### config.mk
export PLATFORM = sky130hd
export DESIGN_NAME = ad9226_sample_packer
export DESIGN_NICKNAME = d
export VERILOG_FILES = /design/src/rtl/ad9226_sample_packer.sv
export SDC_FILE = /design/constraint.sdc
export NUM_CORES = 1
export LEC_CHECK = 0
export CAP_MARGIN = 20
export CORE_ASPECT_RATIO = 1.1
export CORE_MARGIN = 1
export CORE_UTILIZATION = 56
export DETAILED_ROUTE_END_ITERATION = 7
export PLACE_DENSITY = 0.93
export REMOVE_ABC_BUFFERS = 1
export SLEW_MARGIN = 20
export SYNTH_ARGS = -nofsm -noshare
export SYNTH_HDL_FRONTEND = slang
export SYNTH_SLANG_ARGS = --single-unit
### constraint.sdc
create_clock -name sys_clk -period 10.95 [get_ports sys_clk]
set_input_delay 2.19 -clock sys_clk [delete_from_list [all_inputs] [get_ports sys_clk]]
set_output_delay 2.19 -clock sys_clk [all_outputs]
set_load 0.005 [all_outputs]
### src/rtl/ad9226_sample_packer.sv
// ---------------------------------------------------------------------------
// ad9226_sample_packer
//
// Packs SAMPLES consecutive accepted AD9226 samples into one FIFO write word.
// Features: programmable decimation (keep 1 of every decim+1 valid samples),
// optional offset-binary to two's-complement conversion (MSB inversion), an
// enable that discards partially filled words, and saturating accounting of
// words dropped because the downstream FIFO was full.
//
// Handshake: sample_valid is a one-cycle "data_in is new" qualifier with no
// ready path back to the ADC; the stream can never be stalled. A completed
// word is written with a single-cycle fifo_write_enable strobe one cycle
// after its last sample, but only if fifo_full was low in the completing
// cycle; otherwise the word is dropped and counted.
//
// Ports:
//   sys_clk            system clock (rising edge)
//   reset              asynchronous, active-high reset
//   enable             packing enable; low forces slot/decimation to 0
//   sample_valid       data_in carries a new sample this cycle
//   data_in            raw AD9226 sample (offset binary)
//   decim              decimation ratio, latched at the start of a period
//   fmt_twos           1 = invert MSB of each kept sample
//   fifo_full          downstream FIFO full (sampled on completing cycles)
//   clear_drops        pulse; clears drop_count and overflow
//   fifo_write_enable  single-cycle write strobe
//   data_out           packed word, sample 0 in the LSBs
//   drop_count         saturating count of dropped words
//   overflow           sticky flag, set by any drop since the last clear
// ---------------------------------------------------------------------------
module ad9226_sample_packer #(
   parameter int ADC_BITS = 12,
   parameter int SAMPLES  = 4,
   parameter int DECIM_W  = 8,
   parameter int DROP_W   = 16
) (
   input  logic                         sys_clk,
   input  logic                         reset,
   input  logic                         enable,
   input  logic                         sample_valid,
   input  logic [ADC_BITS-1:0]          data_in,
   input  logic [DECIM_W-1:0]           decim,
   input  logic                         fmt_twos,
   input  logic                         fifo_full,
   input  logic                         clear_drops,
   output logic                         fifo_write_enable,
   output logic [ADC_BITS*SAMPLES-1:0]  data_out,
   output logic [DROP_W-1:0]            drop_count,
   output logic                         overflow
);

   localparam int                IDX_W    = (SAMPLES > 1) ? $clog2(SAMPLES) : 1;
   localparam logic [IDX_W-1:0]  LAST_IDX = IDX_W'(SAMPLES - 1);

   logic [IDX_W-1:0]                    idx_q, idx_d;
   logic [DECIM_W-1:0]                  dec_cnt_q, dec_cnt_d;
   logic [DECIM_W-1:0]                  ratio_q, ratio_d;
   logic [SAMPLES-1:0][ADC_BITS-1:0]    slot_q, slot_d;
   logic                                wen_q, wen_d;
   logic [ADC_BITS*SAMPLES-1:0]         dout_q, dout_d;
   logic [DROP_W-1:0]                   drop_q, drop_d;
   logic                                ovf_q, ovf_d;

   logic                                accept;
   logic                                complete;
   logic                                drop;
   logic [DECIM_W-1:0]                  ratio_eff;
   logic [ADC_BITS-1:0]                 sample_fmt;

   always_comb begin
      idx_d      = idx_q;
      dec_cnt_d  = dec_cnt_q;
      ratio_d    = ratio_q;
      slot_d     = slot_q;
      wen_d      = 1'b0;
      dout_d     = dout_q;
      drop_d     = drop_q;
      ovf_d      = ovf_q;
      drop       = 1'b0;

      // At the start of a period the ratio in force is the one being latched
      // this cycle, so a period of length decim+1 begins immediately.
      ratio_eff  = (dec_cnt_q == '0) ? decim : ratio_q;
      accept     = enable & sample_valid & (dec_cnt_q == '0);
      complete   = accept & (idx_q == LAST_IDX);

      sample_fmt                 = data_in;
      sample_fmt[ADC_BITS-1]     = data_in[ADC_BITS-1] ^ fmt_twos;

      if (!enable) begin
         idx_d     = '0;
         dec_cnt_d = '0;
      end else if (sample_valid) begin
         if (dec_cnt_q == '0) begin
            ratio_d = decim;
         end
         dec_cnt_d = (dec_cnt_q == ratio_eff) ? '0 : dec_cnt_q + 1'b1;
      end

      if (accept) begin
         slot_d[idx_q] = sample_fmt;
         idx_d         = complete ? '0 : idx_q + 1'b1;
      end

      // slot_d already holds the just-accepted sample in the top slot.
      if (complete) begin
         if (!fifo_full) begin
            dout_d = slot_d;
            wen_d  = 1'b1;
         end else begin
            drop = 1'b1;
         end
      end

      // A clear coincident with a drop leaves exactly that one drop counted.
      if (clear_drops) begin
         drop_d = drop ? DROP_W'(1) : '0;
         ovf_d  = drop;
      end else if (drop) begin
         if (drop_q != '1) begin
            drop_d = drop_q + 1'b1;
         end
         ovf_d = 1'b1;
      end
   end

   always_ff @(posedge sys_clk or posedge reset) begin
      if (reset) begin
         idx_q     <= '0;
         dec_cnt_q <= '0;
         ratio_q   <= '0;
         slot_q    <= '0;
         wen_q     <= 1'b0;
         dout_q    <= '0;
         drop_q    <= '0;
         ovf_q     <= 1'b0;
      end else begin
         idx_q     <= idx_d;
         dec_cnt_q <= dec_cnt_d;
         ratio_q   <= ratio_d;
         slot_q    <= slot_d;
         wen_q     <= wen_d;
         dout_q    <= dout_d;
         drop_q    <= drop_d;
         ovf_q     <= ovf_d;
      end
   end

   assign fifo_write_enable = wen_q;
   assign data_out          = dout_q;
   assign drop_count        = drop_q;
   assign overflow          = ovf_q;

endmodule
# ---- After elaboration in Yosys (flattened, before gate mapping)
# Cells that the tools add are included.
dict set report totals {
  out_inout_bits 66
  wordCells 54
  input_bits 27
  n_memories 0
  latchBits 0
  regBits 132
  rom_bits 0
  ramBits 0
}
dict set report op_classes {
  bitwise 5
  addsub 3
  n_eq_ne 5
  div 0
  n_reduce_logical 7
  n_lt_le_gt_ge 2
  mux 21
  n_mul 0
  shifts 0
}
# cell count
set ops {}
lappend ops {{48-bit bitwise mux} 1}
lappend ops {{16-bit two-way mux} 3}
lappend ops {{48-bit two-way mux} 1}
lappend ops {{8-bit two-way mux} 4}
lappend ops {{12-bit demux with 2-bit select} 1}
lappend ops {{16-bit by 1-bit adder with 16-bit output (second input constant)} 1}
lappend ops {{16-bit inequality test (second input constant)} 1}
lappend ops {{12-bit two-way mux} 1}
lappend ops {{8-bit by 1-bit adder with 8-bit output (second input constant)} 1}
lappend ops {{8-bit == test} 1}
lappend ops {{8-bit zero test} 1}
lappend ops {{1-bit two-way mux} 7}
lappend ops {{2-bit two-way mux} 3}
lappend ops {{2-bit AND reduction} 3}
lappend ops {{2-bit by 1-bit inequality test with 1-bit output (second input constant)} 2}
lappend ops {{2-bit nonzero test} 2}
lappend ops {{1-bit AND} 3}
lappend ops {{2-bit by 3-bit < comparator with 1-bit output (second input constant)} 1}
lappend ops {{2-bit by 1-bit adder with 2-bit output (second input constant)} 1}
lappend ops {{2-bit == test (second input constant)} 1}
lappend ops {{2-bit by 1-bit greater-or-equal comparator with 1-bit output (second input constant)} 1}
lappend ops {{1-bit logical AND} 1}
lappend ops {{1-bit NOT} 1}
lappend ops {{1-bit bitwise XOR} 1}

# ---- Depth between registers and ports, before layout
dict set report depth {
  word_depth 6
  depth_mapped 10
  depth_no_buf 8
}

# ---- Worst setup path after synthesis
# No wires, ideal clock.
dict set report synth_timing {
  kind {input port to flip-flop}
  start {input enable}
  end {register dout_q[23], in the netlist data_out[23]}
  path_buffers 1
  arrival_ps 3398
  cell_stages 7
  slack_ps 7427
  required_ps 10825
  setup_ps 125
  path_cell_list {nand2_1 > nor3_2 > nand2_1 > buf_2 > nand2_1 > o21ai_0 > mux2_2}
}
# item line
set synth_lines {}
lappend synth_lines {{start: declaration} 39} ;# input logic enable,
lappend synth_lines {{end signal: assignment} 143} ;# dout_q <= dout_d;
lappend synth_lines {{end: declaration} 60} ;# logic [ADC_BITS*SAMPLES-1:0] dout_q, dout_d;

# ---- Worst setup path in the final report
dict set report layout_timing {
  start {input enable}
  end {register dout_q[23], in the netlist data_out[23]}
}
dict set report layout_via {
  elab_chain_cells 4
  elab_cells_between_ends 5
  cone_classes {mux (1); bitwise (3); reduce/logical (1)}
}
# item line
set layout_rtl {}
lappend layout_rtl {{1-bit AND (*) (2 in a row)} 84} ;# accept = enable & sample_valid & (dec_cnt_q == '0);
lappend layout_rtl {{1-bit AND} 85} ;# complete = accept & (idx_q == LAST_IDX);
lappend layout_rtl {{2-bit AND reduction (no source line)} --}
# Every way passes the cells marked *; elsewhere a longest branch is shown, timed or not.
# A chain may end at the register's enable or synchronous reset.

==> metrics <==
met2 usage about 43%; Post-synth top flop dfrtp_1; clock sink count 120; Synth Area per Inst about 10 um2; final setup fails 0; critical path startpoint category input pin; Reg clk slew, reported paths roughly 0.06 ns; CTS Buffer Depth 2; sw frac 23.7%; most common cell after layout, fill and taps aside nand2_1; crit end category register; Logic pwr share between 10% and 20%; HP Class register to register; largest net degree at the start of global routing 68; max frequency 192 MHz; Die X 94.4 um; starting density of the core 58.6%; Hold Crit Depth 2; DP HPWL just under 8000 um; maxcap violations 0; Critical-path top delay cell inv_1; Die Span Y between 100 and 150 um; TritonCTS Buffers 17; total power approximately 1.3 mW; die area 9770 um2; post_cts resized 0; DR iter-0 viols between 150 and 200; Max rail drop VDD 0.000157 V; H-tree Lvls 4; synthesized instance count just over 500; Routed WL 12200 um; outcome complete, no violations; Worst R2R Start dec_cnt_q[1]; synth top area cells dfrtp_1 57%, nand2_1 12%, mux2_2 9.0%; Clk Latency, worst-skew pair 0.53 ns; critical path cell sequence clkdlybuf4s50_1, nand2_1, nor4_4, nand2b_2, inv_1, buf_4, mux2_2; WP data required roughly 11 ns; share of post-route cells with drive strength above 1 between 10% and 20%; #FFs+latches synth 120; Lkg Pwr around 3.2 nW; Final Skew a little over 0.01 ns; Tcrit/Tclk final 47.5%; GR Layer Usage met3 around 8.5%; number of global-route vias before repair ~4200; antenna violations before repair 0; met1 GRT Util between 30% and 40%; Core ar. 8960 um2; Mapped Area around 5300 um2; Congestion Overflow GR 0; CTS Hold Bufs 0; top-area cell type share of the netlist area roughly 57%; Fin. Hold Viols 0; WHS between 0.4 and 0.5 ns; drt first pass iters 5; number of flops mapped to enable cells by yosys 0; WP data arrival 5.61 ns; nets@finish 630; Crit Path Category input pin to register; Area Overhead vs Synth 30.6%; # port buffers 92; Root Driver clkbuf_8; row cnt 36; Yosys cell types 42; most frequent cells in the layout 167 x nand2_1, 120 x dfrtp_1, 92 x clkdlybuf4s50_1, 42 x mux2_2, 16 x clkbuf_16; GR Util All Layers a little over a quarter; io pins 93; Register-to-Register Path Depth 8; min Tclk post-route 5.20 ns; crit-path max FO 47; dpl ws 5.18 ns; busiest grt layer met2; Post-DRT Antenna Nets 0; PnR worst setup slack ~5.7 ns; gpl congestion 0.834; first-pass GRT wire length about 20000 um; Clock power frac a little over two fifths; DR vias roughly 4000; n_diodes 0; delay of the slowest cell on the worst path just over 0.7 ns; max-slew violations 0; Slew headroom between 30% and 40%; Least-Margin Pin Slew about 1 ns; Reg2Reg Setup Slack approximately 6.9 ns; post-CTS setup buffers 0; DRC viols 0; TNS Setup 0 ns; worst hold path endpoint data_out[1]; Yosys Warn Count 0; register area share after synthesis ~57%; hold_sp data_out[1]; CTS tree done; Async SR Flop Fraction 100%; Power Dens Cells between 150 and 200 nW/um2; routed len/inst between 15 and 20 um; share of power burned in registers 42.1%; Pint about 1.0 mW; DR vias/cell about 5.6; NetSw between 300 and 400 uW; RSZ-0062 raised after global routing false; FF-to-FF End data_out[23]; Synth area leader dfrtp_1
[power by group through the flow]
stage	sequential, mW	combinational, mW	clock [mW]
floorplan	0.556	0.113	0
global placement	0.559	0.169	0
detailed placement	0.565	0.182	0
CTS	0.560	0.185	0.591
global route	0.568	0.204	0.607
finish	0.560	0.185	0.585
[registers in the layout (all words and copies together), names as in the netlist]
name,cells
idx_q,2
drop_count,16
slot_q,36
dec_cnt_q,8
data_out,48
overflow,1
fifo_write_enable,1
ratio_q,8
[synthesized netlist by cell type, types with 2 or more instances]
cell / n
or3_1: 2
nor2b_1: 8
and3_1: 2
nor3_1: 11
xor2_1: 4
a31oi_1: 2
dfrtp_1: 120
a21oi_1: 7
nand2_1: 167
clkbuf_1: 11
o21ai_0: 12
ha_1: 7
nor2_1: 14
a221oi_1: 2
nor4_2: 4
nand3_1: 10
or2_2: 2
o211ai_1: 2
buf_2: 10
xnor2_1: 11
nand4_1: 4
o22ai_1: 5
mux2_2: 42
mux2i_1: 3
and2_1: 3
or4_1: 2
inv_1: 14
a21boi_0: 8
nand2b_1: 3
[kinds of logic after synthesis]
logic type                 after synthesis  share of synthesized area (%)
and+or+nand+nor                        237                           20.1
DFF                                    120                           57.2
AOI/OAI and AO/OA                       45                           6.22
muxes                                   45                           9.57
buffers and inverters                   36                           2.81
xor gates and xnor gates                15                           2.50
adders and majority gates                7                           1.67
[final cells by class]
cell class                      count  area [um2]
Sequential cell                   120        3000
Multi-Input combinational cell    349        2110
Fill cell                         552        2100
Timing Repair Buffer               94         936
Clock buffer                       23         477
Clock inverter                      8         143
Tap cell                          114         143
Inverter                           14        55.1
[critical path: cells and delay by family]
family / cells / cell delay (ns)
buffers and inverters: 3 / 1.79
and+or+nand+nor: 3 / 1.23
muxes: 1 / 0.38
[metal layers]
metal,share of wire [%],vias up
met5,0,-
met4,1.9,0
met3,6.8,23
met2,50,147
met1,41,1996
li1,-,1850
[per-stage QoR]
stage	instance area, um2	instances	utilization (%)
2_1_floorplan	5160	483	-
3_3_place_gp	6240	691	69.6
3_5_place_dp	6240	691	69.6
4_1_cts	6860	722	76.5
5_1_grt	6860	722	76.5
6_report	6860	722	76.5
[worst max path at each step]
| stage | startpoint | end | slack (ns) | depth (start not counted) |
|---|---|---|---|---|
| global placement | enable | data_out[35] | 5.42 | 7 |
| detailed placement | enable | data_out[23] | 5.18 | 7 |
| CTS | enable | data_out[23] | 5.73 | 7 |
| finish | enable | data_out[23] | 5.75 | 7 |
| global route | enable | data_out[23] | 5.47 | 7 |
| floorplan | reset | data_out[0] | 5.57 | 1 |
Note: power is estimated with default switching activity, not from simulation.
